<file path="config.mk">
export PLATFORM = sky130hd
export DESIGN_NAME = sw_axis_frame_arbiter_flat
export DESIGN_NICKNAME = d
export VERILOG_FILES = /design/src/rtl/sw_pkg.sv /design/src/rtl/sw_axis_frame_arbiter_if.sv /design/src/rtl/sw_rr_prio_sel.sv /design/src/rtl/sw_axis_frame_arbiter.sv /design/src/flat_wrapper.sv
export SDC_FILE = /design/constraint.sdc
export NUM_CORES = 1
export LEC_CHECK = 0
export ABC_AREA = 1
export BUFFER_PORTS_ARGS = -buffer_cell sky130_fd_sc_hd__clkbuf_2
export CORE_AREA = 5 5 203 205
export CTS_CLUSTER_SIZE = 40
export DETAILED_ROUTE_END_ITERATION = 10
export DIE_AREA = 0 0 208 210
export HOLD_SLACK_MARGIN = 0.08
export PLACE_DENSITY = 0.55
export SLEW_MARGIN = 10
export SYNTH_ARGS = -nofsm -noshare
export SYNTH_HDL_FRONTEND = slang
export SYNTH_SLANG_ARGS = --single-unit
export TNS_END_PERCENT = 20
</file>
<file path="constraint.sdc">
create_clock -name clk -period 2.5 [get_ports clk]
set_input_delay 0.375 -clock clk [delete_from_list [all_inputs] [get_ports clk]]
set_output_delay 0.375 -clock clk [all_outputs]
set_load 0.1 [all_outputs]
</file>
<file path="src/rtl/sw_pkg.sv">
// Shared definitions for the switch-core stream blocks.
//   arb_state_t  : two-state frame arbiter FSM encoding
//   clog2_min1() : index width helper that never returns 0
//   SW_*         : default stream geometry shared by the switch blocks
package sw_pkg;

    localparam int SW_PORTS       = 4;
    localparam int SW_DATA_W      = 64;
    localparam int SW_CNT_W       = 32;
    localparam int SW_STALL_LIMIT = 1024;

    typedef enum logic {
        ARB_IDLE = 1'b0,
        ARB_PASS = 1'b1
    } arb_state_t;

    // Width of an index into n items; at least 1 bit so single-item
    // vectors still produce a legal declaration.
    function automatic int clog2_min1(input int n);
        return (n > 1) ? $clog2(n) : 1;
    endfunction

endpackage

</file>
<file path="src/rtl/sw_axis_frame_arbiter_if.sv">
// Stream bundle for the frame arbiter: N ingress AXI-Stream ports plus one
// egress port with a tdest source index.
//   slave  : arbiter view (consumes ingress, produces egress)
//   master : environment view (produces ingress, consumes egress)
interface sw_axis_frame_arbiter_if
    import sw_pkg::*;
#(
    parameter int N      = SW_PORTS,
    parameter int DATA_W = SW_DATA_W
);
    localparam int KEEP_W = DATA_W / 8;
    localparam int IDX_W  = clog2_min1(N);

    logic [N-1:0][DATA_W-1:0] s_axis_tdata;
    logic [N-1:0][KEEP_W-1:0] s_axis_tkeep;
    logic [N-1:0]             s_axis_tlast;
    logic [N-1:0]             s_axis_tvalid;
    logic [N-1:0]             s_axis_tready;

    logic [DATA_W-1:0]        m_axis_tdata;
    logic [KEEP_W-1:0]        m_axis_tkeep;
    logic                     m_axis_tlast;
    logic                     m_axis_tvalid;
    logic                     m_axis_tready;
    logic [IDX_W-1:0]         m_axis_tdest;

    modport slave (
        input  s_axis_tdata, s_axis_tkeep, s_axis_tlast, s_axis_tvalid,
        output s_axis_tready,
        output m_axis_tdata, m_axis_tkeep, m_axis_tlast, m_axis_tvalid, m_axis_tdest,
        input  m_axis_tready
    );

    modport master (
        output s_axis_tdata, s_axis_tkeep, s_axis_tlast, s_axis_tvalid,
        input  s_axis_tready,
        input  m_axis_tdata, m_axis_tkeep, m_axis_tlast, m_axis_tvalid, m_axis_tdest,
        output m_axis_tready
    );

endinterface

</file>
<file path="src/rtl/sw_rr_prio_sel.sv">
// Combinational round-robin priority encoder.
//   req  : request vector
//   last : index granted last time; search starts at last+1 and wraps
//   sel  : first requesting index found (0 when none)
//   any  : at least one request is set
module sw_rr_prio_sel
    import sw_pkg::*;
#(
    parameter int N = SW_PORTS
) (
    input  logic [N-1:0]               req,
    input  logic [clog2_min1(N)-1:0]   last,
    output logic [clog2_min1(N)-1:0]   sel,
    output logic                       any
);
    localparam int IDX_W = clog2_min1(N);

    logic [IDX_W-1:0] cand;

    always_comb begin
        // NOTE: every variable driven here gets a default first, so no
        // path through the block can leave a latch behind.
        sel  = '0;
        any  = 1'b0;
        cand = '0;
        // k = N revisits 'last' itself, so a lone requester keeps winning.
        for (int k = 1; k <= N; k++) begin
            cand = IDX_W'((int'(last) + k) % N);
            if (!any && req[cand]) begin
                any = 1'b1;
                sel = cand;
            end
        end
    end

endmodule

</file>
<file path="src/rtl/sw_axis_frame_arbiter.sv">
// Frame-aware round-robin arbiter: merges N ingress streams onto one egress
// stream, holding the grant from first beat to tlast so frames never
// interleave. Keeps per-port completed-frame counters and a sticky
// source-stall flag per port.
//   clk, rst         : clock, synchronous active-high reset
//   axis             : ingress/egress stream bundle (slave view)
//   cfg_port_en      : per-port arbitration enable
//   stall_clr        : per-port 1-cycle clear of status_stall
//   status_busy      : a frame is in progress
//   status_grant     : current or last granted port
//   status_frame_cnt : completed frames per port (wrapping)
//   status_stall     : sticky per-port stall flags
// The interface must be instantiated with the same N and DATA_W.
module sw_axis_frame_arbiter
    import sw_pkg::*;
#(
    parameter int N           = SW_PORTS,
    parameter int DATA_W      = SW_DATA_W,
    parameter int CNT_W       = SW_CNT_W,
    parameter int STALL_LIMIT = SW_STALL_LIMIT
) (
    input  logic                          clk,
    input  logic                          rst,
    sw_axis_frame_arbiter_if.slave        axis,
    input  logic [N-1:0]                  cfg_port_en,
    input  logic [N-1:0]                  stall_clr,
    output logic                          status_busy,
    output logic [clog2_min1(N)-1:0]      status_grant,
    output logic [N-1:0][CNT_W-1:0]       status_frame_cnt,
    output logic [N-1:0]                  status_stall
);
    localparam int IDX_W   = clog2_min1(N);
    localparam int STALL_W = $clog2(STALL_LIMIT + 1);
    localparam logic [STALL_W-1:0] STALL_MAX = STALL_W'(STALL_LIMIT);
    localparam logic [STALL_W-1:0] STALL_PRE = STALL_W'(STALL_LIMIT - 1);

    arb_state_t               state, next_state;
    logic [IDX_W-1:0]         grant, last_grant, rr_sel;
    logic                     rr_any;
    logic [N-1:0]             req;
    logic [STALL_W-1:0]       stall_cnt;
    logic [N-1:0][CNT_W-1:0]  frame_cnt;
    logic [N-1:0]             stall_flag;
    logic                     in_pass, src_valid, beat_fire, frame_done;
    logic                     stall_tick, stall_hit;

    assign req = axis.s_axis_tvalid & cfg_port_en;

    sw_rr_prio_sel #(.N(N)) u_rr_sel (
        .req  (req),
        .last (last_grant),
        .sel  (rr_sel),
        .any  (rr_any)
    );

    assign in_pass    = (state == ARB_PASS);
    assign src_valid  = axis.s_axis_tvalid[grant];
    assign beat_fire  = in_pass & src_valid & axis.m_axis_tready;
    assign frame_done = beat_fire & axis.s_axis_tlast[grant];
    // Only a missing source beat counts; egress back-pressure freezes the count.
    assign stall_tick = in_pass & ~src_valid & axis.m_axis_tready;
    assign stall_hit  = stall_tick & (stall_cnt == STALL_PRE);

    // State register
    always_ff @(posedge clk) begin
        // NOTE: flops use <= so every register samples pre-edge values;
        // combinational blocks use = so later statements see earlier ones.
        if (rst) state <= ARB_IDLE;
        else     state <= next_state;
    end

    // Next-state logic: grant is released only by a transferred tlast.
    always_comb begin
        next_state = state;
        case (state)
            ARB_IDLE: if (rr_any)     next_state = ARB_PASS;
            ARB_PASS: if (frame_done) next_state = ARB_IDLE;
            default:                  next_state = ARB_IDLE;
        endcase
    end

    // Output logic: combinational pass-through of the granted port.
    always_comb begin
        axis.s_axis_tready = '0;
        axis.m_axis_tdata  = '0;
        axis.m_axis_tkeep  = '0;
        axis.m_axis_tlast  = 1'b0;
        axis.m_axis_tvalid = 1'b0;
        axis.m_axis_tdest  = '0;
        if (in_pass) begin
            axis.m_axis_tdata         = axis.s_axis_tdata[grant];
            axis.m_axis_tkeep         = axis.s_axis_tkeep[grant];
            axis.m_axis_tlast         = axis.s_axis_tlast[grant];
            axis.m_axis_tvalid        = src_valid;
            axis.m_axis_tdest         = grant;
            axis.s_axis_tready[grant] = axis.m_axis_tready;
        end
    end

    // Grant bookkeeping, frame counters and stall watchdog.
    always_ff @(posedge clk) begin
        if (rst) begin
            grant      <= '0;
            last_grant <= IDX_W'(N - 1);
            stall_cnt  <= '0;
            // NOTE: the counter array is a handful of flops read by software,
            // so it is reset like any other register rather than left at power-up.
            frame_cnt  <= '0;
            stall_flag <= '0;
        end else begin
            if (state == ARB_IDLE && rr_any) begin
                grant     <= rr_sel;
                stall_cnt <= '0;
            end

            if (frame_done) begin
                frame_cnt[grant] <= frame_cnt[grant] + CNT_W'(1);
                last_grant       <= grant;
            end

            if (beat_fire) begin
                stall_cnt <= '0;
            end else if (stall_tick && stall_cnt != STALL_MAX) begin
                stall_cnt <= stall_cnt + STALL_W'(1);
            end

            // Set is applied after clear so a same-cycle set wins.
            stall_flag <= (stall_flag & ~stall_clr) | (stall_hit ? (N'(1) << grant) : '0);
        end
    end

    assign status_busy      = in_pass;
    assign status_grant     = grant;
    assign status_frame_cnt = frame_cnt;
    assign status_stall     = stall_flag;

endmodule

</file>
<file path="src/flat_wrapper.sv">
// flat-port wrapper written by rule: the top's interface ports become plain ports
module sw_axis_frame_arbiter_flat import sw_pkg::*;
#(
    parameter int N           = SW_PORTS,
    parameter int DATA_W      = SW_DATA_W,
    parameter int CNT_W       = SW_CNT_W,
    parameter int STALL_LIMIT = SW_STALL_LIMIT
)
  (clk, rst, cfg_port_en, stall_clr, status_busy, status_grant, status_frame_cnt, status_stall, axis_s_axis_tdata, axis_s_axis_tkeep, axis_s_axis_tlast, axis_s_axis_tvalid, axis_s_axis_tready, axis_m_axis_tdata, axis_m_axis_tkeep, axis_m_axis_tlast, axis_m_axis_tvalid, axis_m_axis_tdest, axis_m_axis_tready);
  sw_axis_frame_arbiter_if #(.N(N), .DATA_W(DATA_W)) axis_i ();
  input  logic clk;
  input  logic rst;
  input  logic [N-1:0] cfg_port_en;
  input  logic [N-1:0] stall_clr;
  output logic status_busy;
  output logic [clog2_min1(N)-1:0] status_grant;
  output logic [N-1:0][CNT_W-1:0] status_frame_cnt;
  output logic [N-1:0] status_stall;
  input wire logic [$bits(axis_i.s_axis_tdata)-1:0] axis_s_axis_tdata;
  input wire logic [$bits(axis_i.s_axis_tkeep)-1:0] axis_s_axis_tkeep;
  input wire logic [$bits(axis_i.s_axis_tlast)-1:0] axis_s_axis_tlast;
  input wire logic [$bits(axis_i.s_axis_tvalid)-1:0] axis_s_axis_tvalid;
  output wire logic [$bits(axis_i.s_axis_tready)-1:0] axis_s_axis_tready;
  output wire logic [$bits(axis_i.m_axis_tdata)-1:0] axis_m_axis_tdata;
  output wire logic [$bits(axis_i.m_axis_tkeep)-1:0] axis_m_axis_tkeep;
  output wire logic [$bits(axis_i.m_axis_tlast)-1:0] axis_m_axis_tlast;
  output wire logic [$bits(axis_i.m_axis_tvalid)-1:0] axis_m_axis_tvalid;
  output wire logic [$bits(axis_i.m_axis_tdest)-1:0] axis_m_axis_tdest;
  input wire logic [$bits(axis_i.m_axis_tready)-1:0] axis_m_axis_tready;
  assign axis_i.s_axis_tdata = axis_s_axis_tdata;
  assign axis_i.s_axis_tkeep = axis_s_axis_tkeep;
  assign axis_i.s_axis_tlast = axis_s_axis_tlast;
  assign axis_i.s_axis_tvalid = axis_s_axis_tvalid;
  assign axis_s_axis_tready = axis_i.s_axis_tready;
  assign axis_m_axis_tdata = axis_i.m_axis_tdata;
  assign axis_m_axis_tkeep = axis_i.m_axis_tkeep;
  assign axis_m_axis_tlast = axis_i.m_axis_tlast;
  assign axis_m_axis_tvalid = axis_i.m_axis_tvalid;
  assign axis_m_axis_tdest = axis_i.m_axis_tdest;
  assign axis_i.m_axis_tready = axis_m_axis_tready;
  sw_axis_frame_arbiter #(.N(N), .DATA_W(DATA_W), .CNT_W(CNT_W), .STALL_LIMIT(STALL_LIMIT)) u_core (.clk(clk), .rst(rst), .axis(axis_i), .cfg_port_en(cfg_port_en), .stall_clr(stall_clr), .status_busy(status_busy), .status_grant(status_grant), .status_frame_cnt(status_frame_cnt), .status_stall(status_stall));
endmodule
</file>
==> flow_summary.ini <==
[yosys]
ys_seq_area_frac = 0.289
synthXorXnorAreaFrac = 0.0133
synth_nets = 2018
yosys_warnings = 0
synth_simple_gate_area_frac = 0.382
synth_fa_ha_area_frac = 0.00366
synth_edf_count = 0
synth_top_family_by_area = simple AND/OR/NAND/NOR gates
synth_area_mm2 = 0.0102
synth_mux_area_frac = 0
syn_inst = 1708
synth-seq-cells = 148
synth_area_per_cell_um2 = 6.00
synth_cell_types = 37
synthArstFlopShare = 0
synth-main-ff-cell = dfxtp_1
synth-compound-area-share = 0.193

[placed_design]
dp.final_hpwl_mm = 43.7
place.gp.congestion = 1.01
place_inst = 2711
port_buffers = 521

[global_routing]
grt_pass1_vias = 12919
gr-total-overflow = 0
grt_pass1_wl_mm = 83.5
antenna_found_initial = 8
grt_usage = 0.247
grt_max_degree = 75

[setup_path]
reg2reg_depth = 16
rr_endpoint = u_core.status_frame_cnt[62]
max_stage_delay_ns = 0.46
rr_startpoint = u_core.status_grant[0]
end_kind = output pin
path_cells = nand2_2 > inv_4 > bufbuf_16 > a22oi_1 > a21oi_1 > buf_12
critical_path_arrival_ns = 2.09
slowest_stage = dfxtp_4
cp.required_ns = 2.12
r2r_slack_ns = 0.15
critical_path.max_fanout = 37
crit_path_start_kind = register
path_class = register to output pin

[timing]
finClkSkew_ns = 0.0157
rsz0062_at_grt = true
layout_min_cycle_time_ns = 2.47
clock.fmax_mhz = 406
max_slew_margin = 0.572
min_period_over_period = 0.986
maxSlewViolCount = 0
final_hold_viol_count = 0
worst_pin_slew_ns = 0.645
setup_viol_count_final = 0

[run_status]
status = finished, final reports clean

[drt]
wl_per_cell_um = 21.1
dr.first_iter.drc_count = 1280
vias = 13636
viasPerCell = 4.94
post-route-drc-count = 0
ant_nets = 0
routed_wl_mm = 58.2
dr.pass1.iters = 5

[clocking]
cts_sinks = 148
clk_latency_ns = 0.43
cts_tree = done
h-tree-depth = 4
clockBufferDepth = 2
cts_buffers = 17
path_clk_slew_ns = 0.07
cts_hold_buf = 0
root_buffer = clkbuf_16

[floorplan]
die_area_mm2 = 0.0437
die_w_um = 208
num_rows = 73
start_util = 0.261
ioPinCount = 522
die_h_um = 210
core-area_mm2 = 0.0393

[power_and_ir_drop]
power_uw = 11500
leakagePower_uw = 0.00790
ir_drop_mv = 0.514
p_per_area_mw_per_mm2 = 711

[cells_and_area]
drive_gt1_frac = 0.338
final_cell_mix = nand2_1 (516), clkbuf_2 (442), nor2_1 (254)
seq_area_mm2 = 0.00297
final_common_cell = nand2_1
multi_input_area_mm2 = 0.00661
finalNonFillerCells = 2761
final.fill_count = 4143
area_growth_pct = 58.2
nNetsFinal = 2528

[worst_hold_path]
min_from = stall_clr[2]
worstHoldPathCells = 4
hold_path_class = input pin to register
min_to = u_core.status_stall[2]

[flow_run]
drv_cap = 0
## cells by family (layout without fill, tap and decap cells)
family	after synthesis	in the layout
and+or+nand+nor	948	948
other	0	5
DFF	148	148
adders and majority gates	3	3
xor gates and xnor gates	13	13
buffers and inverters	282	805
AOI/OAI and AO/OA	314	314
## layout make-up
cell class | instances | area share
clock buffer | 20 | 0.0282
antenna | 5 | 0.000772
timing repair buffer | 593 | 0.289
multi-input combinational | 1278 | 0.408
tap | 525 | 0.0405
clock inverter | 12 | 0.00749
inverter | 180 | 0.0428
sequential | 148 | 0.183
## how the worst max path moves through the flow
stage	start	end	slack, ns	cells after the start
after floorplan	u_core.status_grant[0]	axis_m_axis_tdata[35]	-0.92	8
after global placement	u_core.status_grant[0]	u_core.stall_cnt[5]	0.14	10
after detailed placement	u_core.status_grant[0]	u_core.status_frame_cnt[25]	0.10	14
after CTS	u_core.status_grant[1]	axis_m_axis_tlast	-0.06	6
after global routing	u_core.status_grant[0]	u_core.status_frame_cnt[46]	-0.05	15
final	u_core.status_grant[0]	axis_m_axis_tdata[45]	0.03	6
## routing by layer
layer,wire length (µm),track usage,part of all wire
met5,34,0,0.00058
met4,1330,0.0578,0.023
met3,4980,0.0630,0.086
met2,27600,0.410,0.47
met1,24200,0.323,0.42
## stage by stage
step | setup slack (ns) | utilization | area (µm²) | hold WS [ns] | TNS, ns
2_1_floorplan | -0.921 | - | 10600 | 0.459 | -36.98
3_3_place_gp | 0.141 | 0.387 | 15200 | 0.462 | 0
3_5_place_dp | 0.102 | 0.387 | 15200 | 0.470 | 0
4_1_cts | -0.0589 | 0.407 | 16000 | 0.181 | -0.568
5_1_grt | -0.0511 | 0.413 | 16200 | 0.189 | -0.602
6_report | 0.0343 | 0.413 | 16200 | 0.197 | 0
## flip-flops by register name, indices dropped and copies added, names as in the netlist
register / cells
u_core.status_frame_cnt: 128
u_core.stall_cnt: 11
u_core.status_stall: 4
u_core.last_grant: 2
u_core.status_grant: 2
u_core.status_busy: 1
## timing repair
action	in CTS	in global routing
pin swaps	1	5
buffers inserted	1	4
gates resized for setup	18	39
cloned	4	4
setup endpoints to repair	45	121
## synthesized netlist by cell type, types with 4 or more instances
cell type	n	share of area
a21oi_1	109	0.053
inv_1	168	0.062
nand2_2	12	0.0073
o211ai_1	8	0.0059
a22oi_1	145	0.11
nand3b_1	6	0.0044
buf_2	18	0.0088
nand4_1	5	0.0031
o21ai_0	40	0.020
inv_2	10	0.0037
buf_4	15	0.011
nor2_4	10	0.011
dfxtp_1	148	0.29
o21ai_1	4	0.0020
nand3_1	113	0.055
xor2_1	10	0.0085
nor2_2	10	0.0061
nor2_1	261	0.096
buf_1	9	0.0033
nand2_1	520	0.19
clkbuf_1	49	0.018
buf_6	11	0.012
## report_power, final
group	total (µW)	switching [µW]	internal [µW]	leakage, µW
registers	2520	97.2	2430	0.00120
logic	6440	4380	2060	0.00643
clock network	2570	1130	1440	0.000276
## critical path, delay by kind of cell, from the launching register on
kind	cells	cell delay, ns
DFF	1	0.46
buffers and inverters	3	0.73
AOI/OAI and AO/OA	2	0.35
and+or+nand+nor	1	0.11
No activity file was read; power rests on OpenSTA's default activity.
